File: src/rtl/control_pkg.sv
// Shared types and encodings for the multi-cycle RV32I control unit.
// Contents: FSM state enum, opcode[6:2] constants, ImmSel/WBSel/access-size
// encodings, ALU select constants, instruction-class enum and two helpers
// that map a class to its write-back select and register-write enable.
package control_pkg;

  typedef enum logic [2:0] {
    BOOT   = 3'd0,
    FETCH  = 3'd1,
    DECODE = 3'd2,
    EXEC   = 3'd3,
    MEM    = 3'd4,
    WB     = 3'd5,
    ERR    = 3'd6,
    TRAP   = 3'd7
  } state_e;

  localparam logic [4:0] OP_R      = 5'b01100;
  localparam logic [4:0] OP_IMM    = 5'b00100;
  localparam logic [4:0] OP_LOAD   = 5'b00000;
  localparam logic [4:0] OP_STORE  = 5'b01000;
  localparam logic [4:0] OP_BRANCH = 5'b11000;
  localparam logic [4:0] OP_JALR   = 5'b11001;
  localparam logic [4:0] OP_JAL    = 5'b11011;
  localparam logic [4:0] OP_LUI    = 5'b01101;
  localparam logic [4:0] OP_AUIPC  = 5'b00101;
  localparam logic [4:0] OP_FENCE  = 5'b00011;

  localparam logic [2:0] IMM_I = 3'b000;
  localparam logic [2:0] IMM_B = 3'b001;
  localparam logic [2:0] IMM_U = 3'b010;
  localparam logic [2:0] IMM_J = 3'b011;
  localparam logic [2:0] IMM_S = 3'b100;

  localparam logic [1:0] WB_MEM = 2'b00;
  localparam logic [1:0] WB_ALU = 2'b01;
  localparam logic [1:0] WB_PC4 = 2'b10;

  localparam logic [1:0] SZ_B = 2'b00;
  localparam logic [1:0] SZ_H = 2'b01;
  localparam logic [1:0] SZ_W = 2'b10;

  // ALU select is {funct7[5], funct3} for arithmetic; ADD and PASS_B cover the rest.
  localparam logic [3:0] ALU_ADD   = 4'b0000;
  localparam logic [3:0] ALU_PASSB = 4'b1111;

  typedef enum logic [3:0] {
    CLS_R, CLS_I, CLS_LOAD, CLS_STORE, CLS_BRANCH,
    CLS_JAL, CLS_JALR, CLS_LUI, CLS_AUIPC, CLS_NOP
  } cls_e;

  function automatic logic [1:0] wb_sel_of(cls_e c);
    if (c == CLS_LOAD) return WB_MEM;
    if (c == CLS_JAL || c == CLS_JALR) return WB_PC4;
    return WB_ALU;
  endfunction

  function automatic logic writes_rd(cls_e c);
    return (c == CLS_R) || (c == CLS_I) || (c == CLS_LOAD) || (c == CLS_JAL) ||
           (c == CLS_JALR) || (c == CLS_LUI) || (c == CLS_AUIPC);
  endfunction

endpackage

File: src/rtl/multicycle_control_if.sv
// Memory-side handshake bundle between the control unit and imem/dmem.
// Handshake: the control unit raises a req and holds it, together with
// MemRW/size/sign, until the memory answers with ack; the transfer happens in
// the cycle where req && ack, and ir_write/mdr_write pulse in that same cycle.
// An ack seen while the matching req is low carries no meaning and is ignored.
// master: control unit (drives req/write/attributes); slave: memory (drives ack).
interface multicycle_control_if;
  logic       imem_req;
  logic       imem_ack;
  logic       ir_write;
  logic       dmem_req;
  logic       dmem_ack;
  logic       mdr_write;
  logic       MemRW;
  logic [1:0] d_mem_access_size;
  logic       dmem_is_signed;

  modport master (
    output imem_req, ir_write, dmem_req, mdr_write, MemRW, d_mem_access_size, dmem_is_signed,
    input  imem_ack, dmem_ack
  );

  modport slave (
    input  imem_req, ir_write, dmem_req, mdr_write, MemRW, d_mem_access_size, dmem_is_signed,
    output imem_ack, dmem_ack
  );
endinterface

File: src/rtl/mc_decode.sv
// Combinational decoder: operation_key {funct7[5], funct3, opcode[6:2]} to
// instruction class and datapath selects.
// Ports: key_i (9) in; cls_o, imm_sel_o(3), a_sel_o, b_sel_o, alu_sel_o(4),
// br_un_o, size_o(2), signed_o, illegal_o out.
// cls_o is the raw class; the top decides what an illegal key turns into.
module mc_decode
  import control_pkg::*;
(
  input  logic [8:0] key_i,
  output cls_e       cls_o,
  output logic [2:0] imm_sel_o,
  output logic       a_sel_o,
  output logic       b_sel_o,
  output logic [3:0] alu_sel_o,
  output logic       br_un_o,
  output logic [1:0] size_o,
  output logic       signed_o,
  output logic       illegal_o
);
  logic       f7b5;
  logic [2:0] f3;
  logic [4:0] op;

  assign f7b5 = key_i[8];
  assign f3   = key_i[7:5];
  assign op   = key_i[4:0];

  always_comb begin
    cls_o     = CLS_NOP;
    imm_sel_o = IMM_I;
    a_sel_o   = 1'b0;
    b_sel_o   = 1'b0;
    alu_sel_o = ALU_ADD;
    br_un_o   = 1'b0;
    size_o    = SZ_W;
    signed_o  = 1'b0;
    illegal_o = 1'b0;
    case (op)
      OP_R: begin
        cls_o     = CLS_R;
        alu_sel_o = {f7b5, f3};
        // funct7[5] only selects SUB and SRA
        illegal_o = f7b5 && (f3 != 3'b000) && (f3 != 3'b101);
      end
      OP_IMM: begin
        cls_o     = CLS_I;
        b_sel_o   = 1'b1;
        // funct7[5] is an immediate bit except for the shift-right form
        alu_sel_o = {f7b5 && (f3 == 3'b101), f3};
        illegal_o = f7b5 && (f3 == 3'b001);
      end
      OP_LOAD: begin
        cls_o     = CLS_LOAD;
        b_sel_o   = 1'b1;
        size_o    = f3[1:0];
        signed_o  = ~f3[2];
        illegal_o = (f3[1:0] == 2'b11) || (f3[2] && f3[1]);
      end
      OP_STORE: begin
        cls_o     = CLS_STORE;
        imm_sel_o = IMM_S;
        b_sel_o   = 1'b1;
        size_o    = f3[1:0];
        illegal_o = f3[2] || (f3[1:0] == 2'b11);
      end
      OP_BRANCH: begin
        cls_o     = CLS_BRANCH;
        imm_sel_o = IMM_B;
        a_sel_o   = 1'b1;
        b_sel_o   = 1'b1;
        br_un_o   = f3[1];
        illegal_o = (f3[2:1] == 2'b01);
      end
      OP_JALR: begin
        cls_o     = CLS_JALR;
        b_sel_o   = 1'b1;
        illegal_o = (f3 != 3'b000);
      end
      OP_JAL: begin
        cls_o     = CLS_JAL;
        imm_sel_o = IMM_J;
        a_sel_o   = 1'b1;
        b_sel_o   = 1'b1;
      end
      OP_LUI: begin
        cls_o     = CLS_LUI;
        imm_sel_o = IMM_U;
        b_sel_o   = 1'b1;
        alu_sel_o = ALU_PASSB;
      end
      OP_AUIPC: begin
        cls_o     = CLS_AUIPC;
        imm_sel_o = IMM_U;
        a_sel_o   = 1'b1;
        b_sel_o   = 1'b1;
      end
      OP_FENCE: cls_o = CLS_NOP;
      default:  illegal_o = 1'b1;
    endcase
  end
endmodule

File: src/rtl/multicycle_control.sv
// Multi-cycle RV32I control unit: sequences BOOT/FETCH/DECODE/EXEC/MEM/WB/ERR,
// handshakes with imem/dmem through multicycle_control_if, gates RegWEn and
// pc_write to the single WB cycle, counts retired instructions and flags a
// memory wait timeout.
// Ports: clk, rst_n (async, active low); operation_key(9), BrEq, BrLT in;
// bus (master modport: imem/dmem req/ack, ir_write, mdr_write, MemRW, size, sign);
// PCSel, pc_write, ImmSel(3), BrUn, ASel, BSel, ALUSel(4), RegWEn, WBSel(2),
// retire, instret(CNT_W), mem_err, state(3, debug) out;
// illegal_instr out only when ILLEGAL_TRAP_EN is defined.
// Macro ILLEGAL_TRAP_EN: illegal keys stop in TRAP instead of retiring as NOP.
module multicycle_control
  import control_pkg::*;
#(
  parameter int CNT_W       = 32,
  parameter int TIMEOUT_W   = 8,
  parameter int MEM_TIMEOUT = 200
) (
  input  logic                 clk,
  input  logic                 rst_n,
  input  logic [8:0]           operation_key,
  input  logic                 BrEq,
  input  logic                 BrLT,
  multicycle_control_if.master bus,
  output logic                 PCSel,
  output logic                 pc_write,
  output logic [2:0]           ImmSel,
  output logic                 BrUn,
  output logic                 ASel,
  output logic                 BSel,
  output logic [3:0]           ALUSel,
  output logic                 RegWEn,
  output logic [1:0]           WBSel,
  output logic                 retire,
  output logic [CNT_W-1:0]     instret,
  output logic                 mem_err,
  output logic [2:0]           state
`ifdef ILLEGAL_TRAP_EN
  ,
  output logic                 illegal_instr
`endif
);
  state_e               state_q, state_d;
  logic [TIMEOUT_W-1:0] wait_cnt_q, wait_d;
  logic                 taken_q, taken_d;
  logic [CNT_W-1:0]     instret_q, instret_d;

  cls_e       dec_cls, cls;
  logic [2:0] dec_imm;
  logic       dec_asel, dec_bsel, dec_brun, dec_signed, dec_illegal;
  logic [3:0] dec_alu;
  logic [1:0] dec_size;
  logic       in_instr, timeout_hit, br_cond;

  mc_decode u_decode (
    .key_i     (operation_key),
    .cls_o     (dec_cls),
    .imm_sel_o (dec_imm),
    .a_sel_o   (dec_asel),
    .b_sel_o   (dec_bsel),
    .alu_sel_o (dec_alu),
    .br_un_o   (dec_brun),
    .size_o    (dec_size),
    .signed_o  (dec_signed),
    .illegal_o (dec_illegal)
  );

  // Illegal keys behave as NOP whenever they reach EXEC/WB.
  assign cls      = dec_illegal ? CLS_NOP : dec_cls;
  assign in_instr = (state_q == DECODE) || (state_q == EXEC) || (state_q == MEM) || (state_q == WB);
  // Fires on the waiting cycle that brings the count up to MEM_TIMEOUT.
  assign timeout_hit = (MEM_TIMEOUT != 0) && (wait_cnt_q == TIMEOUT_W'(MEM_TIMEOUT - 1));

  always_comb begin
    case (operation_key[7:5])
      3'b000:        br_cond = BrEq;
      3'b001:        br_cond = ~BrEq;
      3'b100, 3'b110: br_cond = BrLT;
      3'b101, 3'b111: br_cond = ~BrLT;
      default:       br_cond = 1'b0;
    endcase
  end

  always_comb begin
    state_d   = state_q;
    wait_d    = wait_cnt_q;
    taken_d   = taken_q;
    instret_d = instret_q;
    bus.imem_req          = 1'b0;
    bus.ir_write          = 1'b0;
    bus.dmem_req          = 1'b0;
    bus.mdr_write         = 1'b0;
    bus.MemRW             = 1'b0;
    bus.d_mem_access_size = SZ_W;
    bus.dmem_is_signed    = 1'b0;
    PCSel    = 1'b0;
    pc_write = 1'b0;
    ImmSel   = IMM_I;
    BrUn     = 1'b0;
    ASel     = 1'b0;
    BSel     = 1'b0;
    ALUSel   = ALU_ADD;
    RegWEn   = 1'b0;
    WBSel    = WB_ALU;
    retire   = 1'b0;

    if (in_instr) begin
      ImmSel = dec_imm;
      ASel   = dec_asel;
      BSel   = dec_bsel;
      ALUSel = dec_alu;
      BrUn   = dec_brun;
      WBSel  = wb_sel_of(cls);
      bus.d_mem_access_size = dec_size;
      bus.dmem_is_signed    = dec_signed;
    end

    case (state_q)
      BOOT: begin
        state_d = FETCH;
        wait_d  = '0;
      end
      FETCH: begin
        bus.imem_req = 1'b1;
        if (bus.imem_ack) begin
          bus.ir_write = 1'b1;
          state_d      = DECODE;
        end else begin
          wait_d = wait_cnt_q + TIMEOUT_W'(1);
          if (timeout_hit) state_d = ERR;
        end
      end
      DECODE: begin
        state_d = EXEC;
`ifdef ILLEGAL_TRAP_EN
        if (dec_illegal) state_d = TRAP;
`endif
      end
      EXEC: begin
        taken_d = (cls == CLS_BRANCH) && br_cond;
        if (cls == CLS_LOAD || cls == CLS_STORE) begin
          state_d = MEM;
          wait_d  = '0;
        end else begin
          state_d = WB;
        end
      end
      MEM: begin
        bus.dmem_req = 1'b1;
        bus.MemRW    = (cls == CLS_STORE);
        if (bus.dmem_ack) begin
          bus.mdr_write = (cls == CLS_LOAD);
          state_d       = WB;
        end else begin
          wait_d = wait_cnt_q + TIMEOUT_W'(1);
          if (timeout_hit) state_d = ERR;
        end
      end
      WB: begin
        pc_write  = 1'b1;
        retire    = 1'b1;
        instret_d = instret_q + CNT_W'(1);
        RegWEn    = writes_rd(cls);
        PCSel     = (cls == CLS_JAL) || (cls == CLS_JALR) || ((cls == CLS_BRANCH) && taken_q);
        state_d   = FETCH;
        wait_d    = '0;
      end
      default: ; // ERR and TRAP hold until reset
    endcase
  end

  always_ff @(posedge clk or negedge rst_n) begin
    if (!rst_n) begin
      state_q    <= BOOT;
      wait_cnt_q <= '0;
      taken_q    <= 1'b0;
      instret_q  <= '0;
    end else begin
      state_q    <= state_d;
      wait_cnt_q <= wait_d;
      taken_q    <= taken_d;
      instret_q  <= instret_d;
    end
  end

  assign instret = instret_q;
  assign mem_err = (state_q == ERR);
  assign state   = state_q;
`ifdef ILLEGAL_TRAP_EN
  assign illegal_instr = (state_q == TRAP);
`endif
endmodule

File: src/flat_wrapper.sv
// flat-port wrapper written by rule: the top's interface ports become plain ports
module multicycle_control_flat import control_pkg::*;
#(
  parameter int CNT_W       = 32,
  parameter int TIMEOUT_W   = 8,
  parameter int MEM_TIMEOUT = 200
)
  (clk, rst_n, operation_key, BrEq, BrLT, PCSel, pc_write, ImmSel, BrUn, ASel, BSel, ALUSel, RegWEn, WBSel, retire, instret, mem_err, state, bus_imem_req, bus_ir_write, bus_dmem_req, bus_mdr_write, bus_MemRW, bus_d_mem_access_size, bus_dmem_is_signed, bus_imem_ack, bus_dmem_ack);
  multicycle_control_if bus_i ();
  input  logic clk;
  input  logic rst_n;
  input  logic [8:0] operation_key;
  input  logic BrEq;
  input  logic BrLT;
  output logic PCSel;
  output logic pc_write;
  output logic [2:0] ImmSel;
  output logic BrUn;
  output logic ASel;
  output logic BSel;
  output logic [3:0] ALUSel;
  output logic RegWEn;
  output logic [1:0] WBSel;
  output logic retire;
  output logic [CNT_W-1:0] instret;
  output logic mem_err;
  output logic [2:0] state;
  output wire logic [$bits(bus_i.imem_req)-1:0] bus_imem_req;
  output wire logic [$bits(bus_i.ir_write)-1:0] bus_ir_write;
  output wire logic [$bits(bus_i.dmem_req)-1:0] bus_dmem_req;
  output wire logic [$bits(bus_i.mdr_write)-1:0] bus_mdr_write;
  output wire logic [$bits(bus_i.MemRW)-1:0] bus_MemRW;
  output wire logic [$bits(bus_i.d_mem_access_size)-1:0] bus_d_mem_access_size;
  output wire logic [$bits(bus_i.dmem_is_signed)-1:0] bus_dmem_is_signed;
  input wire logic [$bits(bus_i.imem_ack)-1:0] bus_imem_ack;
  input wire logic [$bits(bus_i.dmem_ack)-1:0] bus_dmem_ack;
  assign bus_imem_req = bus_i.imem_req;
  assign bus_ir_write = bus_i.ir_write;
  assign bus_dmem_req = bus_i.dmem_req;
  assign bus_mdr_write = bus_i.mdr_write;
  assign bus_MemRW = bus_i.MemRW;
  assign bus_d_mem_access_size = bus_i.d_mem_access_size;
  assign bus_dmem_is_signed = bus_i.dmem_is_signed;
  assign bus_i.imem_ack = bus_imem_ack;
  assign bus_i.dmem_ack = bus_dmem_ack;
  multicycle_control #(.CNT_W(CNT_W), .TIMEOUT_W(TIMEOUT_W), .MEM_TIMEOUT(MEM_TIMEOUT)) u_core (.clk(clk), .rst_n(rst_n), .operation_key(operation_key), .BrEq(BrEq), .BrLT(BrLT), .bus(bus_i), .PCSel(PCSel), .pc_write(pc_write), .ImmSel(ImmSel), .BrUn(BrUn), .ASel(ASel), .BSel(BSel), .ALUSel(ALUSel), .RegWEn(RegWEn), .WBSel(WBSel), .retire(retire), .instret(instret), .mem_err(mem_err), .state(state));
endmodule
File: config.mk
export PLATFORM = sky130hd
export DESIGN_NAME = multicycle_control_flat
export DESIGN_NICKNAME = d
export VERILOG_FILES = /design/src/rtl/control_pkg.sv /design/src/rtl/multicycle_control_if.sv /design/src/rtl/mc_decode.sv /design/src/rtl/multicycle_control.sv /design/src/flat_wrapper.sv
export SDC_FILE = /design/constraint.sdc
export NUM_CORES = 1
export LEC_CHECK = 0
export ABC_AREA = 1
export ABC_CLOCK_PERIOD_IN_PS = 3800
export BUFFER_PORTS_ARGS = -buffer_cell sky130_fd_sc_hd__buf_2
export CORE_ASPECT_RATIO = 1.4
export CORE_MARGIN = 4
export CORE_UTILIZATION = 39
export CTS_CLUSTER_DIAMETER = 120
export CTS_CLUSTER_SIZE = 30
export DETAILED_ROUTE_END_ITERATION = 16
export PLACE_DENSITY = 0.71
export SLEW_MARGIN = 10
export SYNTH_ARGS = -nofsm -noshare
export SYNTH_HDL_FRONTEND = slang
export SYNTH_HIERARCHICAL = 1
export SYNTH_SLANG_ARGS = --single-unit
File: constraint.sdc
create_clock -name clk -period 3.8 [get_ports clk]
set_clock_uncertainty 0.2 [all_clocks]
set_input_delay 0.57 -clock clk [delete_from_list [all_inputs] [get_ports clk]]
set_output_delay 0.57 -clock clk [all_outputs]
set_load 0.01 [all_outputs]
==> impl_metrics.env <==
export IMPL_synth_most_common_cell="nand2_1"
export IMPL_dp_slack_ns=0.606
export IMPL_cts_resized_gates=0
export IMPL_cellInternalPower_mw=1.00
export IMPL_hp_class="input pin to asynchronous set/reset pin"
export IMPL_firstDrtPassIters=4
export IMPL_period_minus_slack_ns=3.20
export IMPL_vias=3613
export IMPL_fin_ws_ns=0.601
export IMPL_synth_area_leaders="dfrtp_1 (32%), nand2_1 (20%), nor2_1 (11%), inv_1 (7.1%), nand3_1 (6.3%)"
export IMPL_max_vdd_ir_drop_v=0.000385
export IMPL_synth_nets=569
export IMPL_use_met2_pct=31.0
export IMPL_yosysUniqueCellTypes=35
export IMPL_required_ns=3.03
export IMPL_cts_max_level=2
export IMPL_fin_crit_sh_pct=84.2
export IMPL_power_switching_mw=0.639
export IMPL_use_met3_pct=3.57
export IMPL_clk_latency_ns=0.29
export IMPL_synth_top_area_share_pct=31.7
export IMPL_crit_chain="buf_2 -> inv_1 -> nor2_4 -> nand3_2 -> nand2_1 -> nor2_2 -> nand3_2 -> nand2_1 -> or2_2 -> nor4_1 -> nand2_1 -> a21oi_1 -> buf_2"
export IMPL_final_area_um2=4110
export IMPL_synthSimpleGateAreaFrac_pct=49.6
export IMPL_synth_xor_area_share_pct=4.79
export IMPL_tns_ns=0
export IMPL_ys_seq_elements=44
export IMPL_dpl_hpwl_um=7070
export IMPL_p_per_area_nw_per_um2=399
export IMPL_cpPeakStageDelay_ns=0.35
export IMPL_fp_row_count=40
export IMPL_synth_area_um2=3470
export IMPL_cts_tree="yes"
export IMPL_finish_utilization_pct=47.5
export IMPL_seq_area_frac_synth_pct=31.7
export IMPL_critPathLaunchType="input pin"
export IMPL_yosys_warnings=6
export IMPL_die_h_um=120
export IMPL_cts_root_buf="clkbuf_16"
export IMPL_async_reset_ff_share_pct=100
export IMPL_worst_pin_slew_ns=0.998
export IMPL_routedWlPerCell_um=12.4
export IMPL_grt_max_degree=45
export IMPL_synthAdderAreaFrac_pct=1.44
export IMPL_synth_compound_area_share_pct=3.53
export IMPL_top_usage_layer="met2"
export IMPL_finalNonFillerCells=732
export IMPL_fillers=922
export IMPL_area_growth_pct=18.3
export IMPL_core_area_um2=8660
export IMPL_cp_max_fo=6
export IMPL_path_delay_family="simple AND/OR/NAND/NOR gates"
export IMPL_avgSynthCellArea_um2=6.32
export IMPL_seq_area_um2=1100
export IMPL_grtUsageTotal_pct=17.8
export IMPL_fp_dieW_um=87.8
export IMPL_synth_top_family_by_area="simple AND/OR/NAND/NOR gates"
export IMPL_grt_pass1_wl_um=15300
export IMPL_grtUsageMet1_pct=21.7
export IMPL_crit_top_cell="nand2_1"
export IMPL_grt_pass1_vias=3387
export IMPL_diodes=0
export IMPL_cp_buffers_inverters=3
export IMPL_drv_cap=0
export IMPL_hold_buffers=0
export IMPL_synthMuxAreaShare_pct=0
export IMPL_synthTopCellsByCount="nand2_1 (189), nor2_1 (99), inv_1 (66), dfrtp_1 (44), nand3_1 (44)"
export IMPL_status="complete, no violations"
export IMPL_portBuffers=74
export IMPL_p_seq_share_pct=36.2
export IMPL_grt_setup_unrepaired="false"
export IMPL_cts_setup_buffers=0
export IMPL_setup_viol=0
export IMPL_p_comb_share_pct=33.2
export IMPL_clock_power_share_pct=30.5
export IMPL_arrival_ns=2.43
export IMPL_multi_input_area_um2=2060
export IMPL_syn_instance_count=550
export IMPL_wl_um=9060
export IMPL_io_pins=75
export IMPL_ant_nets=0
export IMPL_synthFlopType="dfrtp_1"
export IMPL_overflow=0
export IMPL_antenna_found_initial=0
export IMPL_clock_tree_buffer_depth=2
export IMPL_place_gp_congestion=0.902
export IMPL_slowest_stage="or2_2"
export IMPL_path_class="input pin to output pin"
export IMPL_cts_made_buffers=5
export IMPL_dp_cells=724
export IMPL_max_freq_ghz=0.313
export IMPL_cts_clk_slew_worst_paths_ns=0.06
export IMPL_p_leak_nw=2.17
export IMPL_die_area_um2=10500
export IMPL_hold_viol_final=0
export IMPL_critPathCaptureType="output pin"
export IMPL_slew_viol_final=0
export IMPL_drc=0
export IMPL_nNetsFinal=645
export IMPL_synth_top_cell_by_area="dfrtp_1"
export IMPL_via_per_inst=4.94
export IMPL_drt_iter0_drc=276
export IMPL_start_util_pct=40.1
export IMPL_final_layout_size_suffix_gt1_share_pct=19.0
export IMPL_place_area_um2=3940
export IMPL_p_sw_share_pct=38.9
export IMPL_synth_edf_count=0
export IMPL_cts_sinks=44
export IMPL_slew_headroom_pct=33.4
## registers in the layout (all words and copies together), names as in the netlist
name and count:
u_core/state 3, u_core/instret 32, u_core/wait_cnt_q 8, u_core/taken_q 1
## power by group through the flow
stage	Sequential, mW	Clock (mW)	Combinational, mW
final	0.595	0.501	0.546
after global routing	0.605	0.533	0.625
after CTS	0.596	0.516	0.549
after detailed placement	0.604	0	0.547
after global placement	0.599	0	0.543
after floorplan	0.605	0	0.377
## worst paths after layout
check	slack (ns)	endpoint	depth (start not counted)	from
worst max-delay path	0.60	PCSel	13	operation_key[2]
worst min-delay path	0.23	u_core/taken_q	1	rst_n
worst max register to register	1.73	u_core/instret[18]	10	u_core/state[1]
worst min register to register	0.31	u_core/taken_q	2	u_core/taken_q
max in group asynchronous	2.54	u_core/instret[15]	1	rst_n
min in group clk	0.31	u_core/taken_q	2	u_core/taken_q
## through the flow
stage	hold slack (ns)	total power, mW
6_report	0.234	1.64
4_1_cts	0.296	1.66
3_5_place_dp	0.293	1.15
3_3_place_gp	0.265	1.14
5_1_grt	0.330	1.76
2_1_floorplan	0.0744	0.982
## cell usage in the layout, fill, tap and decap left out, types with 7 or more instances in the layout
cell type / count
nand2_1: 189
nor2_1: 99
buf_2: 74
inv_1: 66
nand3_1: 44
dfrtp_1: 44
nand4_1: 13
xor2_1: 10
nor3_1: 9
o21ai_0: 9
xnor2_1: 9
nand2_2: 7
## metal layers
metal / part of all wire, % / vias to the layer above
met1: 42 / 1650
met2: 51 / 86
met4: 1.9 / 0
met3: 5.5 / 14
met5: 0 / -
li1: - / 1863
## kinds of logic after synthesis
family                   after synthesis
AND/OR/NAND/NOR                      385
buffers and inverters                 78
flip-flops                            44
AO/OA/AOI/OAI                         20
XOR/XNOR                              19
adder cells (fa/ha/maj)                4
## layout make-up
cell class | instances | share of cell area [%]
multi-input combinational | 428 | 50.2
clock inverter | 3 | 1.03
timing repair buffer | 74 | 9.01
inverter | 73 | 6.79
tap | 105 | 3.20
sequential | 44 | 26.8
clock buffer | 5 | 3.04
(Power assumes the default switching activity.)
